$ cat src/rtl/vid_to_axis.sv
// Small first-word-fall-through FIFO; pointers carry one extra bit so full/empty come from their difference.
// Zero read latency; a push while full and a pop while empty are ignored.
module vid_to_axis_fifo #(
  parameter int WIDTH = 26,
  parameter int DEPTH = 16
) (
  input  logic             clk_i,
  input  logic             rst_i,
  input  logic             push_i,
  input  logic [WIDTH-1:0] din_i,
  input  logic             pop_i,
  output logic [WIDTH-1:0] dout_o,
  output logic             empty_o,
  output logic             full_o
);
  localparam int AW = $clog2(DEPTH);
  localparam logic [AW:0] FULL_CNT = (AW+1)'(DEPTH);

  logic [WIDTH-1:0] mem_q [DEPTH];
  logic [AW:0]      wr_q;
  logic [AW:0]      rd_q;
  logic [AW:0]      count;

  assign count   = wr_q - rd_q;
  assign empty_o = (count == '0);
  assign full_o  = (count == FULL_CNT);
  assign dout_o  = mem_q[rd_q[AW-1:0]];

  always_ff @(posedge clk_i) begin
    if (rst_i) begin
      wr_q <= '0;
      rd_q <= '0;
    end else begin
      if (push_i && !full_o)  wr_q <= wr_q + 1'b1;
      if (pop_i  && !empty_o) rd_q <= rd_q + 1'b1;
    end
  end

  always_ff @(posedge clk_i) begin
    if (push_i && !full_o) mem_q[wr_q[AW-1:0]] <= din_i;
  end
endmodule

// Parallel RGB video to AXI4-Stream master: tuser on first pixel of frame, tlast on last pixel of line.
// Pixel to tvalid in 2 cycles; tready stalls fill the FIFO, overflow drops the rest of the frame.
module vid_to_axis #(
  parameter int H_ACTIVE   = 480,
  parameter int V_ACTIVE   = 272,
  parameter int FIFO_DEPTH = 16
) (
  input  logic        clk,
  input  logic        rst,
  input  logic        vid_vs,
  input  logic        vid_hs,
  input  logic        vid_de,
  input  logic [23:0] vid_rgb,
  output logic [31:0] m_axis_tdata,
  output logic        m_axis_tvalid,
  input  logic        m_axis_tready,
  output logic        m_axis_tuser,
  output logic        m_axis_tlast,
  output logic [3:0]  m_axis_tkeep,
  output logic        overflow,
  output logic        line_err,
  output logic [15:0] frame_cnt
);
  typedef enum logic [1:0] {S_IDLE = 2'd0, S_ACTIVE = 2'd1, S_DROP = 2'd2} state_t;

  localparam logic [10:0] H_L    = 11'(H_ACTIVE);
  localparam logic [10:0] H_LAST = 11'(H_ACTIVE - 1);
  localparam logic [10:0] V_L    = 11'(V_ACTIVE);

  logic        vs_q, de_q, vs_p_q, de_p_q;
  logic [23:0] rgb_q;
  state_t      state_q, state_d, st_cur;
  logic [10:0] x_q, x_d, x_cur;
  logic [10:0] y_q, y_d, y_cur;
  logic        sof_q, sof_d, sof_cur;
  logic        ovf_q, ovf_d;
  logic        lerr_q, lerr_d;
  logic [15:0] fcnt_q, fcnt_d;
  logic        vs_rise, de_fall, push, pop;
  logic [25:0] push_dat, fifo_dout;
  logic        fifo_empty, fifo_full;
  logic        unused_hs;

  assign unused_hs = vid_hs;

  always_ff @(posedge clk) begin
    if (rst) begin
      vs_q    <= 1'b0;
      de_q    <= 1'b0;
      vs_p_q  <= 1'b0;
      de_p_q  <= 1'b0;
      rgb_q   <= '0;
      state_q <= S_IDLE;
      x_q     <= '0;
      y_q     <= '0;
      sof_q   <= 1'b0;
      ovf_q   <= 1'b0;
      lerr_q  <= 1'b0;
      fcnt_q  <= '0;
    end else begin
      vs_q    <= vid_vs;
      de_q    <= vid_de;
      vs_p_q  <= vs_q;
      de_p_q  <= de_q;
      rgb_q   <= vid_rgb;
      state_q <= state_d;
      x_q     <= x_d;
      y_q     <= y_d;
      sof_q   <= sof_d;
      ovf_q   <= ovf_d;
      lerr_q  <= lerr_d;
      fcnt_q  <= fcnt_d;
    end
  end

  always_comb begin
    vs_rise = vs_q & ~vs_p_q;
    de_fall = de_p_q & ~de_q;
    st_cur  = state_q;
    x_cur   = x_q;
    y_cur   = y_q;
    sof_cur = sof_q;
    ovf_d   = ovf_q;
    lerr_d  = lerr_q;
    fcnt_d  = fcnt_q;
    push    = 1'b0;
    // Frame restart wins over everything else seen in the same registered cycle.
    if (vs_rise) begin
      st_cur  = S_ACTIVE;
      x_cur   = '0;
      y_cur   = '0;
      sof_cur = 1'b1;
      ovf_d   = 1'b0;
      fcnt_d  = fcnt_q + 16'd1;
    end
    state_d = st_cur;
    x_d     = x_cur;
    y_d     = y_cur;
    sof_d   = sof_cur;
    if (st_cur == S_ACTIVE) begin
      if (de_q) begin
        if (x_cur != 11'h7FF) x_d = x_cur + 11'd1;
        if (y_cur < V_L) begin
          if (x_cur < H_L) begin
            // Full is judged on the pre-pop count, so a same-cycle pop does not rescue the pixel.
            if (fifo_full) begin
              state_d = S_DROP;
              ovf_d   = 1'b1;
            end else begin
              push  = 1'b1;
              sof_d = 1'b0;
            end
          end else begin
            lerr_d = 1'b1;
          end
        end
      end else if (de_fall && !vs_rise) begin
        x_d = '0;
        if (y_cur < V_L) begin
          y_d = y_cur + 11'd1;
          if (x_cur != H_L) lerr_d = 1'b1;
        end
      end
    end
    push_dat = {sof_cur, (x_cur == H_LAST), rgb_q};
  end

  vid_to_axis_fifo #(.WIDTH(26), .DEPTH(FIFO_DEPTH)) u_fifo (
    .clk_i   (clk),
    .rst_i   (rst),
    .push_i  (push),
    .din_i   (push_dat),
    .pop_i   (pop),
    .dout_o  (fifo_dout),
    .empty_o (fifo_empty),
    .full_o  (fifo_full)
  );

  // Payload is gated by valid so the stream reads as all-zero whenever the FIFO is empty.
  assign pop           = !fifo_empty && m_axis_tready;
  assign m_axis_tvalid = !fifo_empty;
  assign m_axis_tdata  = fifo_empty ? 32'h0 : {8'h00, fifo_dout[23:0]};
  assign m_axis_tuser  = !fifo_empty && fifo_dout[25];
  assign m_axis_tlast  = !fifo_empty && fifo_dout[24];
  assign m_axis_tkeep  = 4'hF;
  assign overflow      = ovf_q;
  assign line_err      = lerr_q;
  assign frame_cnt     = fcnt_q;
endmodule

$ cat config.mk
export PLATFORM = sky130hd
export DESIGN_NAME = vid_to_axis
export DESIGN_NICKNAME = d
export VERILOG_FILES = /design/src/rtl/vid_to_axis.sv
export SDC_FILE = /design/constraint.sdc
export NUM_CORES = 1
export LEC_CHECK = 0
export ABC_AREA = 1
export BUFFER_PORTS_ARGS = -buffer_cell sky130_fd_sc_hd__buf_2
export CAP_MARGIN = 30
export CORE_MARGIN = 2
export CORE_UTILIZATION = 65
export CTS_BUF_LIST = sky130_fd_sc_hd__clkbuf_4 sky130_fd_sc_hd__clkbuf_8
export CTS_CLUSTER_SIZE = 30
export DETAILED_ROUTE_END_ITERATION = 16
export PLACE_DENSITY_LB_ADDON = 0.12
export SLEW_MARGIN = 40
export SYNTH_ARGS = -nofsm -noshare
export SYNTH_HDL_FRONTEND = slang
export SYNTH_HIERARCHICAL = 1
export SYNTH_SLANG_ARGS = --single-unit
$ cat constraint.sdc
create_clock -name clk -period 12.13 [get_ports clk]
set_input_delay 2.426 -clock clk [delete_from_list [all_inputs] [get_ports clk]]
set_output_delay 2.426 -clock clk [all_outputs]
set_load 0.1 [all_outputs]
After elaboration in Yosys (flattened, before gate mapping)
Memory sizes are Yosys's and may differ from the RTL's. A register that Yosys moved wholly into a read port is not among the register bits. Index checks and enable logic that the tools add are counted.

Word-level logic and storage cells: 90. ROM bits: 0. Bits of input ports: 30. Output and inout port bits: 57. RAM bits: 416. Memories: 1. Flip-flop bits (word level): 81. Bits in latches: 0.

Memory list: u_fifo.mem_q (depth 16, bits a word 26, rd ports 1, clocked after Yosys merged registers in 1, write ports 1, RTL line 19) `logic [WIDTH-1:0] mem_q [DEPTH];`.

Eq/ne operators: 6. Divide/modulo/power cells: 0. Shifts and indexed selects: 0. Multiply operators: 0. Reductions and logical operators: 13. $add $sub $neg: 6. Bitwise logic cells: 4. Order comparisons: 2. Mux-type cells: 44.

Operator list (count): 2-to-1 mux 11 bit (10); 2-to-1 mux 1 bit (25); 2-to-1 mux 24 bit (1); adder 11 x 1 -> 11 bit, second input constant (2); less-than comparator 11 x 9 -> 1 bit, second input constant (2); adder 16 x 1 -> 16 bit, second input constant (1); 2-to-1 mux 2 bit (6); == test 11 x 9 -> 1 bit, second input constant (1); != test 11 bit, second input constant (1); != test 11 x 9 -> 1 bit, second input constant (1); adder 5 x 1 -> 5 bit, second input constant (2); 2-to-1 mux 4 bit (2); logical AND 1 bit (6); == test 5 bit, second input constant (1); logical NOT 5 bit (1); AND reduction 5 bit (1); subtractor 5 bit (1); nonzero test 2 bit (2); logical NOT 1 bit (3); bitwise AND 1 bit (2); == test 2 x 1 -> 1 bit, second input constant (1); != test 2 bit, second input constant (1); NOT 1 bit (2).

Longest topological paths before layout
Gate-level depths: netlist (run 1).

Depth after elaboration: 11. Gate-level depth with buffers: 19. Depth with buffers taken out: 18.

Hierarchy
Netlist (run 1), hierarchy kept.

By module, submodules not included: vid_to_axis_fifo (times used 1, cells each 1357, seq. area each 12772.2 um2, area each 17207.8 um2); vid_to_axis (times used 1, cells each 547, seq. area each 1421.4 um2, area each 3666.0 um2).

Worst setup path before layout (run 1)
Ideal clock, no wire load.

Path type: register to output. From: register u_fifo.rd_q[2]. To: output port m_axis_tdata[10]. Data arrival time: 2.964 ns. Path buffers: 2. Slack: 6.740 ns. Required time: 9.704 ns. Stages on the path, launching flop included: 14. Cells stage by stage: dfxtp_1 inv_1 ha_1 nand2_1 inv_1 nand2_1 nand2_1 nand2_1 nand2_1 nand2_1 inv_1 clkbuf_1 buf_1 nor2_1.

Longest elaborated chain between the ends: 3.

Ends and longest elaborated chain: start, declared (RTL line 21) `logic [AW:0] rd_q;`; start signal, assigned (RTL line 35) `if (pop_i && !empty_o) rd_q <= rd_q + 1'b1;`; subtractor 5 bit (RTL line 24) `assign count = wr_q - rd_q;`; logical NOT 5 bit (RTL line 25) `assign empty_o = (count == '0);`; net fifo_empty (RTL line 84) `logic fifo_empty, fifo_full;`; 2-to-1 mux 24 bit (RTL line 185) `assign m_axis_tdata = fifo_empty ? 32'h0 : {8'h00, fifo_dout[23:0]};`; end, declared (RTL line 57) `output logic [31:0] m_axis_tdata,`.

The timed path passes the listed nets, and every way through them passes these cells.

==> results of run 1 <==
cell families (layout without fill, tap and decap cells):
group | Yosys count | in the layout | share of synthesized area
xor+xnor | 5 | 5 | 0.002098
other cells | 2 | 12 | 0.0003598
simple gates | 728 | 728 | 0.1457
flops | 501 | 501 | 0.6800
compound gates | 404 | 404 | 0.1102
fa+ha+maj | 13 | 13 | 0.007793
buf+inv | 251 | 398 | 0.05383
cells in the mapped netlist (3+ instances only):
cell type                  count
sky130_fd_sc_hd__buf_4        24
sky130_fd_sc_hd__nor2_4        6
sky130_fd_sc_hd__inv_1       128
sky130_fd_sc_hd__nand3_1      73
sky130_fd_sc_hd__nor2_1      443
sky130_fd_sc_hd__o21ai_0     220
sky130_fd_sc_hd__nand4_1      10
sky130_fd_sc_hd__dfxtp_1      85
sky130_fd_sc_hd__edfxtp_1    416
sky130_fd_sc_hd__buf_2        18
sky130_fd_sc_hd__xor2_1        3
sky130_fd_sc_hd__nand2_2       6
sky130_fd_sc_hd__nor2_2        5
sky130_fd_sc_hd__buf_1         9
sky130_fd_sc_hd__o211ai_1    105
sky130_fd_sc_hd__buf_6         6
sky130_fd_sc_hd__inv_2         6
sky130_fd_sc_hd__clkbuf_1     55
sky130_fd_sc_hd__nor3_1       14
sky130_fd_sc_hd__nand2_4       6
sky130_fd_sc_hd__o21ai_1      35
sky130_fd_sc_hd__a21oi_1      39
sky130_fd_sc_hd__nand2_1     155
sky130_fd_sc_hd__nand3b_1      3
sky130_fd_sc_hd__ha_1         13
cell usage in the layout (no fill, tap or decap), types with 11 or more instances in the layout:
cell,synthesis,layout
sky130_fd_sc_hd__a21oi_1,39,39
sky130_fd_sc_hd__nand2_1,155,155
sky130_fd_sc_hd__clkbuf_8,0,90
sky130_fd_sc_hd__inv_1,128,128
sky130_fd_sc_hd__edfxtp_1,416,416
sky130_fd_sc_hd__clkbuf_4,0,22
sky130_fd_sc_hd__buf_4,24,13
sky130_fd_sc_hd__nor3_1,14,13
sky130_fd_sc_hd__nor2_1,443,428
sky130_fd_sc_hd__nor2_4,6,21
sky130_fd_sc_hd__o211ai_1,105,105
sky130_fd_sc_hd__buf_2,18,73
sky130_fd_sc_hd__buf_16,0,11
sky130_fd_sc_hd__conb_1,2,12
sky130_fd_sc_hd__clkinv_1,2,28
sky130_fd_sc_hd__buf_8,0,12
sky130_fd_sc_hd__nand3_1,73,73
sky130_fd_sc_hd__dfxtp_1,85,82
sky130_fd_sc_hd__o21ai_0,220,220
sky130_fd_sc_hd__ha_1,13,13
sky130_fd_sc_hd__o21ai_1,35,35
routing by layer:
metal  vias up  GRT usage  wire length, um
li1       6797          -                -
met1      6868     0.3798            19310
met2       620     0.4521            22140
met3       122    0.05203             3797
met4         0     0.1194             1555
met5         -          0                0
path summary, 6_finish.rpt:
check                                     from                   to  slack (ps)  cells after the start
worst max-delay path                  register     m_axis_tdata[13]        6020                     11
worst min-delay path                    y_q[9]               y_q[9]         440                      2
worst max register to register  u_fifo/rd_q[3]  u_fifo/mem_q[14][7]        7840                     14
worst min register to register          y_q[9]               y_q[9]         440                      2
through the flow:
step / total power, mW / instances
3_3_place_gp: 3.620 / 2291
6_report: 5.017 / 2463
5_1_grt: 5.244 / 2463
3_5_place_dp: 3.662 / 2316
4_1_cts: 5.036 / 2463
2_1_floorplan: 3.378 / 1914
area by class of cell:
cell class,instances,share of cell area
multi-input combinational,1162,0.2433
inverter,138,0.02275
timing repair buffer,113,0.04285
sequential,501,0.6035
tap,402,0.02137
clock inverter,35,0.006592
clock buffer,112,0.05965
critical path, cell delays in order (launching register included):
cell	delay, ps
sky130_fd_sc_hd__dfxtp_4	480
sky130_fd_sc_hd__clkinv_8	470
sky130_fd_sc_hd__buf_4	710
sky130_fd_sc_hd__nor2_1	110
sky130_fd_sc_hd__nor2_1	120
sky130_fd_sc_hd__o21ai_0	120
sky130_fd_sc_hd__o211ai_1	130
sky130_fd_sc_hd__nand3_1	120
sky130_fd_sc_hd__nand2_1	80
sky130_fd_sc_hd__inv_1	40
sky130_fd_sc_hd__nor2_1	80
sky130_fd_sc_hd__buf_2	430
registers in the layout (all words and copies together) (netlist names), named ones only:
signal	cells
u_fifo/wr_q	5
frame_cnt	16
de_q	1
vs_q	1
y_q	11
rgb_q	24
u_fifo/rd_q	5
state_q	2
x_q	11
line_err	1
overflow	1
de_p_q	1
sof_q	1
u_fifo/mem_q	416
vs_p_q	1
power by group through the flow:
stage | Sequential [mW] | Clock, mW | Combinational, mW
5_1_grt | 1.96 | 1.47 | 1.82
2_1_floorplan | 1.95 | 0 | 1.43
3_3_place_gp | 2.02 | 0 | 1.60
4_1_cts | 1.95 | 1.40 | 1.68
3_5_place_dp | 1.99 | 0 | 1.68
6_report | 1.95 | 1.38 | 1.69
==> tab_implementation.tex, run 1 <==
\begin{tabular}{lr}
\hline
Metric & Value \\
\hline
\multicolumn{2}{l}{\textbf{Status}} \\
Run status & finished, final reports clean \\
\multicolumn{2}{l}{\textbf{STA}} \\
Final-layout setup total negative slack & 0 ps \\
Highest attainable clock frequency & 0.1636 GHz \\
Number of endpoints with negative hold slack in the final report & 0 \\
Minimum clock period after layout & 6111 ps \\
Worst Tran Pin Value & 839.0 ps \\
Min setup slack post-route & 6019 ps \\
Post-route fraction of the period consumed by the critical path & 0.5038 \\
Final count of negative-setup-slack endpoints & 0 \\
RSZ-0062 raised after global routing & false \\
Clock Skew & 30.19 ps \\
Final hold slack & 443.1 ps \\
Relative slew slack & 0.4407 \\
Total count of max-transition violations in the final report & 0 \\
\multicolumn{2}{l}{\textbf{Floorplanning}} \\
Die area & 33560 um\^{}2 \\
Vertical die dimension & 183.2 um \\
Boundary pin count & 87 \\
Die outline width & 183.2 um \\
Initial core utilization & 0.6615 \\
Count of standard-cell rows & 65 \\
Std-Cell Core Area & 31560 um\^{}2 \\
\multicolumn{2}{l}{\textbf{CTS}} \\
Reg clk slew, reported paths & 60 ps \\
Cts hold-fix bufs & 0 \\
Buffers inserted by post-CTS timing repair & 0 \\
Maximum clock insertion buffer count & 3 \\
TritonCTS sink count & 501 \\
Number of buffers created by CTS & 79 \\
Clock tree from TritonCTS & done \\
Clock Tree Root & sky130\_fd\_sc\_hd\_\_clkbuf\_8 \\
Skew-Pair Late Insertion Delay & 620 ps \\
CTS HTree Levels & 3 \\
CTS resizes & 0 \\
\multicolumn{2}{l}{\textbf{Layout}} \\
Post-route cell area & 23540 um\^{}2 \\
Post-layout utilization of the core & 0.7458 \\
Number of nets in the layout & 2038 \\
Number of fillers in the final layout & 2074 \\
Area occupied by registers & 14200 um\^{}2 \\
Multi-input gate area & 5727 um\^{}2 \\
P\&R area growth vs syn & 12.75\% \\
ANT cells & 0 \\
Fraction of layout instances using a drive strength above 1 & 0.1422 \\
\multicolumn{2}{l}{\textbf{Power}} \\
Power density over the cells & 213.2 nW/um\^{}2 \\
Combinational share of power & 0.336 \\
Clock group share of total power & 0.275 \\
Switching share of total power & 0.4054 \\
Net Sw Power & 2.034 mW \\
Share of power burned in registers & 0.389 \\
IR drop worst, VDD & 0.0001880 V \\
Pint & 2.983 mW \\
P\_leak & 8.479 nW \\
\multicolumn{2}{l}{\textbf{Synthesis}} \\
Fraction of synthesis flops using an asynchronous set or reset pin & 0 \\
Post-Syn Instances & 1904 \\
Sequential cell area fraction in the yosys report & 0.6800 \\
Main flop type after synthesis & sky130\_fd\_sc\_hd\_\_edfxtp\_1 \\
Synth Warn \# & 6 \\
Syn Std Cell Area & 20870 um\^{}2 \\
Top-area cell type share of the netlist area & 0.5985 \\
Count of flip-flops with a built-in enable after synthesis & 416 \\
Largest area contributor in the netlist & sky130\_fd\_sc\_hd\_\_edfxtp\_1 \\
Post-Synthesis Mean Instance Area & 10.96 um\^{}2 \\
Post-synthesis sequential element count & 501 \\
Number of distinct library cells after synthesis & 42 \\
Top cells by area, synth & sky130\_fd\_sc\_hd\_\_edfxtp\_1, sky130\_fd\_sc\_hd\_\_dfxtp\_1, sky130\_fd\_sc\_hd\_\_nor2\_1 \\
\multicolumn{2}{l}{\textbf{Global route}} \\
Number of antenna violations at the first check in global routing & 0 \\
Overall fraction of global-route tracks in use & 0.2806 \\
Overflow left after global routing & 0 \\
Vias in the first global route & 13770 \\
Maximum number of pins on one net before global-route repair & 143 \\
Global-route wire length before repair & 71950 um \\
\multicolumn{2}{l}{\textbf{Setup path}} \\
CP endpoint kind & primary output \\
Category of the critical setup timing path & register to primary output \\
Type of origin of the critical path & register \\
Data arrival time at the worst-slack endpoint & 3690 ps \\
Largest fanout on the critical path & 142 \\
Data required time at the worst endpoint & 9700 ps \\
\multicolumn{2}{l}{\textbf{Detailed routing}} \\
Post-route DRC violation count & 0 \\
Total detailed-routing wirelength & 46800 um \\
Average via count per standard cell & 5.849 \\
Number of iterations in the first detailed-routing pass & 7 \\
Post-detailed-route count of antenna-violating nets & 0 \\
Count of routing violations after the opening detailed-route iteration & 1223 \\
Count of vias placed by the detailed router & 14410 \\
Routed wire per std cell & 19.00 um \\
\multicolumn{2}{l}{\textbf{Place}} \\
Number of port buffers & 73 \\
Gpl congestion & 0.8058 \\
Detailed-placement wirelength estimate & 26680 um \\
Placement-stage worst setup slack & 6567 ps \\
Placed cell area & 21960 um\^{}2 \\
\multicolumn{2}{l}{\textbf{Job}} \\
Number of maximum-capacitance constraint violations & 0 \\
\multicolumn{2}{l}{\textbf{Worst hold path}} \\
Worst min-delay path category & register to register \\
\hline
\end{tabular}
No activity file was read; power rests on OpenSTA's default activity.
==> inputs of run 2 (changes only) <==
- CORE_UTILIZATION: 65 -> 58
- clock period: 12.13 -> 5.1 ns (I/O delays scaled with it)
==> tab_implementation.tex, run 2 (synthesis gave the netlist of run 1 again) <==
\begin{tabular}{lr}
\hline
Metric & Value \\
\hline
\multicolumn{2}{l}{\textbf{STA}} \\
Minimum clock period after layout & 4104 ps \\
Number of endpoints with negative hold slack in the final report & 0 (unchanged) \\
Post-route fraction of the period consumed by the critical path & 0.8046 \\
Final-layout setup total negative slack & 0 ps (unchanged) \\
Highest attainable clock frequency & 0.2437 GHz \\
Worst Tran Pin Value & 811.9 ps (was 839.0 ps) \\
Clock Skew & 21.91 ps (was 30.19 ps) \\
Total count of max-transition violations in the final report & 0 (unchanged) \\
Relative slew slack & 0.4554 (was 0.4407) \\
Final count of negative-setup-slack endpoints & 0 (unchanged) \\
RSZ-0062 raised after global routing & false (unchanged) \\
\multicolumn{2}{l}{\textbf{Floorplanning}} \\
Vertical die dimension & 193.7 um (was 183.2 um) \\
Die outline width & 193.7 um (was 183.2 um) \\
Die area & 37520 um\^{}2 (was 33560 um\^{}2) \\
Boundary pin count & 87 (unchanged) \\
Std-Cell Core Area & 35480 um\^{}2 (was 31560 um\^{}2) \\
Initial core utilization & 0.5883 (was 0.6615) \\
Count of standard-cell rows & 69 (was 65) \\
\multicolumn{2}{l}{\textbf{Job}} \\
Number of maximum-capacitance constraint violations & 0 (unchanged) \\
\multicolumn{2}{l}{\textbf{Detailed routing}} \\
Top sig layer & met5 (was met4) \\
Routed wire per std cell & 18.45 um (was 19.00 um) \\
Routed wl met2 & 22110 um (was 22140 um) \\
Number of iterations in the first detailed-routing pass & 5 (was 7) \\
Post-route DRC violation count & 0 (unchanged) \\
Average via count per standard cell & 5.606 (was 5.849) \\
Total detailed-routing wirelength & 46390 um (was 46800 um) \\
Metal1 wirelength & 20350 um (was 19310 um) \\
Count of vias placed by the detailed router & 14100 (was 14410) \\
Detail Route met3 WL & 2754 um (was 3797 um) \\
Post-detailed-route count of antenna-violating nets & 0 (unchanged) \\
Count of routing violations after the opening detailed-route iteration & 1021 (was 1223) \\
\multicolumn{2}{l}{\textbf{CTS}} \\
Skew-Pair Late Insertion Delay & 620 ps (about the same) \\
Reg clk slew, reported paths & 60 ps (about the same) \\
Number of buffers created by CTS & 82 (was 79) \\
CTS HTree Levels & 3 (unchanged) \\
TritonCTS sink count & 501 (unchanged) \\
Clock Tree Root & sky130\_fd\_sc\_hd\_\_clkbuf\_8 (unchanged) \\
Maximum clock insertion buffer count & 3 (unchanged) \\
CTS resizes & 0 (unchanged) \\
Clock tree from TritonCTS & done (unchanged) \\
Buffers inserted by post-CTS timing repair & 0 (unchanged) \\
Cts hold-fix bufs & 0 (unchanged) \\
\multicolumn{2}{l}{\textbf{Layout}} \\
Most frequent cells in the layout & sky130\_fd\_sc\_hd\_\_nor2\_1, sky130\_fd\_sc\_hd\_\_edfxtp\_1, sky130\_fd\_sc\_hd\_\_o21ai\_0 (unchanged) \\
Number of fillers in the final layout & 2742 (was 2074) \\
Number of nets in the layout & 2034 (was 2038) \\
Most common cell after layout, fill and taps aside & sky130\_fd\_sc\_hd\_\_nor2\_1 (unchanged) \\
ANT cells & 0 (unchanged) \\
Number of flip-flops in the largest register & 416 (unchanged) \\
Area occupied by registers & 14200 um\^{}2 (unchanged) \\
P\&R area growth vs syn & 11.81\% (was 12.75\%) \\
Multi-input gate area & 5727 um\^{}2 (unchanged) \\
Fraction of layout instances using a drive strength above 1 & 0.1441 (was 0.1422) \\
\multicolumn{2}{l}{\textbf{Power}} \\
IR drop worst, VDD & 0.0008511 V (was 0.0001880 V) \\
Power density over the cells & 516.3 nW/um\^{}2 (was 213.2 nW/um\^{}2) \\
P\_leak & 8.420 nW (was 8.479 nW) \\
Total Power Consumption & 12.05 mW (was 5.017 mW) \\
\multicolumn{2}{l}{\textbf{Global route}} \\
Vias in the first global route & 13750 (was 13770) \\
Overflow left after global routing & 0 (unchanged) \\
Maximum number of pins on one net before global-route repair & 209 (was 143) \\
Overall fraction of global-route tracks in use & 0.2498 (was 0.2806) \\
Number of antenna violations at the first check in global routing & 1 (was 0) \\
Global-route wire length before repair & 73820 um (was 71950 um) \\
\multicolumn{2}{l}{\textbf{Setup path}} \\
Data arrival time at the worst-slack endpoint & 3080 ps (was 3690 ps) \\
CP endpoint kind & primary output (unchanged) \\
Data required time at the worst endpoint & 4080 ps (was 9700 ps) \\
Largest fanout on the critical path & 27 (was 142) \\
Category of the critical setup timing path & register to primary output (unchanged) \\
Type of origin of the critical path & register (unchanged) \\
\multicolumn{2}{l}{\textbf{Place}} \\
Gpl congestion & 0.8303 (was 0.8058) \\
Detailed-placement wirelength estimate & 24910 um (was 26680 um) \\
Number of port buffers & 73 (unchanged) \\
\multicolumn{2}{l}{\textbf{Worst hold path}} \\
Worst min-delay path category & register to register (unchanged) \\
\multicolumn{2}{l}{\textbf{Status}} \\
Run status & finished, final reports clean (unchanged) \\
\hline
\end{tabular}
-- run 2: path summary, 6_finish.rpt --
path	start	end	slack [ps]	depth (start not counted)
min reg2reg	y_q[9]	y_q[9]	440	2
min	y_q[9]	y_q[9]	440	2
max	u_fifo/rd_q[2]	m_axis_tdata[6]	1000	11
max reg2reg	u_fifo/rd_q[1]	u_fifo/mem_q[11][3]	1190	16
-- run 2: worst max-delay path: stages, from the launching register on --
cell and delay, ps:
sky130_fd_sc_hd__dfxtp_1 370, sky130_fd_sc_hd__inv_1 80, sky130_fd_sc_hd__ha_1 350, sky130_fd_sc_hd__or2_1 260
sky130_fd_sc_hd__nand3_1 90, sky130_fd_sc_hd__nand2_1 50, sky130_fd_sc_hd__nor2_1 130, sky130_fd_sc_hd__nand2_1 190
sky130_fd_sc_hd__inv_1 120, sky130_fd_sc_hd__buf_4 380, sky130_fd_sc_hd__nor2_1 110, sky130_fd_sc_hd__buf_2 310
-- run 2: metal layers --
layer / global-route usage / vias to the layer above
li1: - / 6763
met2: 0.4001 / 410
met1: 0.3454 / 6830
met4: 0.08482 / 2
met3: 0.04940 / 93
met5: 0 / -
-- run 2: layout make-up --
cell class              count  share of cell area
clock buffers             120             0.06299
clock inverters            27            0.004986
inverters                 138             0.02262
multi-input cells        1162              0.2454
flip-flops and latches    501              0.6085
well taps                 461             0.02471
repair buffers            106             0.03082
-- run 2: per-stage QoR --
step / worst slack, ps / utilization / std cells / instance area, um^2 / hold slack, ps
floorplan: 742.9 / - / 1914 / 20910 / 415.5
global placement: 1004 / 0.6112 / 2366 / 21690 / 423.3
detailed placement: 920.5 / 0.6120 / 2367 / 21720 / 428.7
CTS: 877.9 / 0.6568 / 2514 / 23300 / 438.6
global route: 759.4 / 0.6578 / 2515 / 23340 / 462.4
finish: 996.4 / 0.6578 / 2515 / 23340 / 439.0
-- run 2: report_power, final --
group,internal [mW],leakage [nW],switching (mW)
logic,0.853,3.08,3.28
registers,4.50,4.49,0.0779
clock network,1.84,0.850,1.50
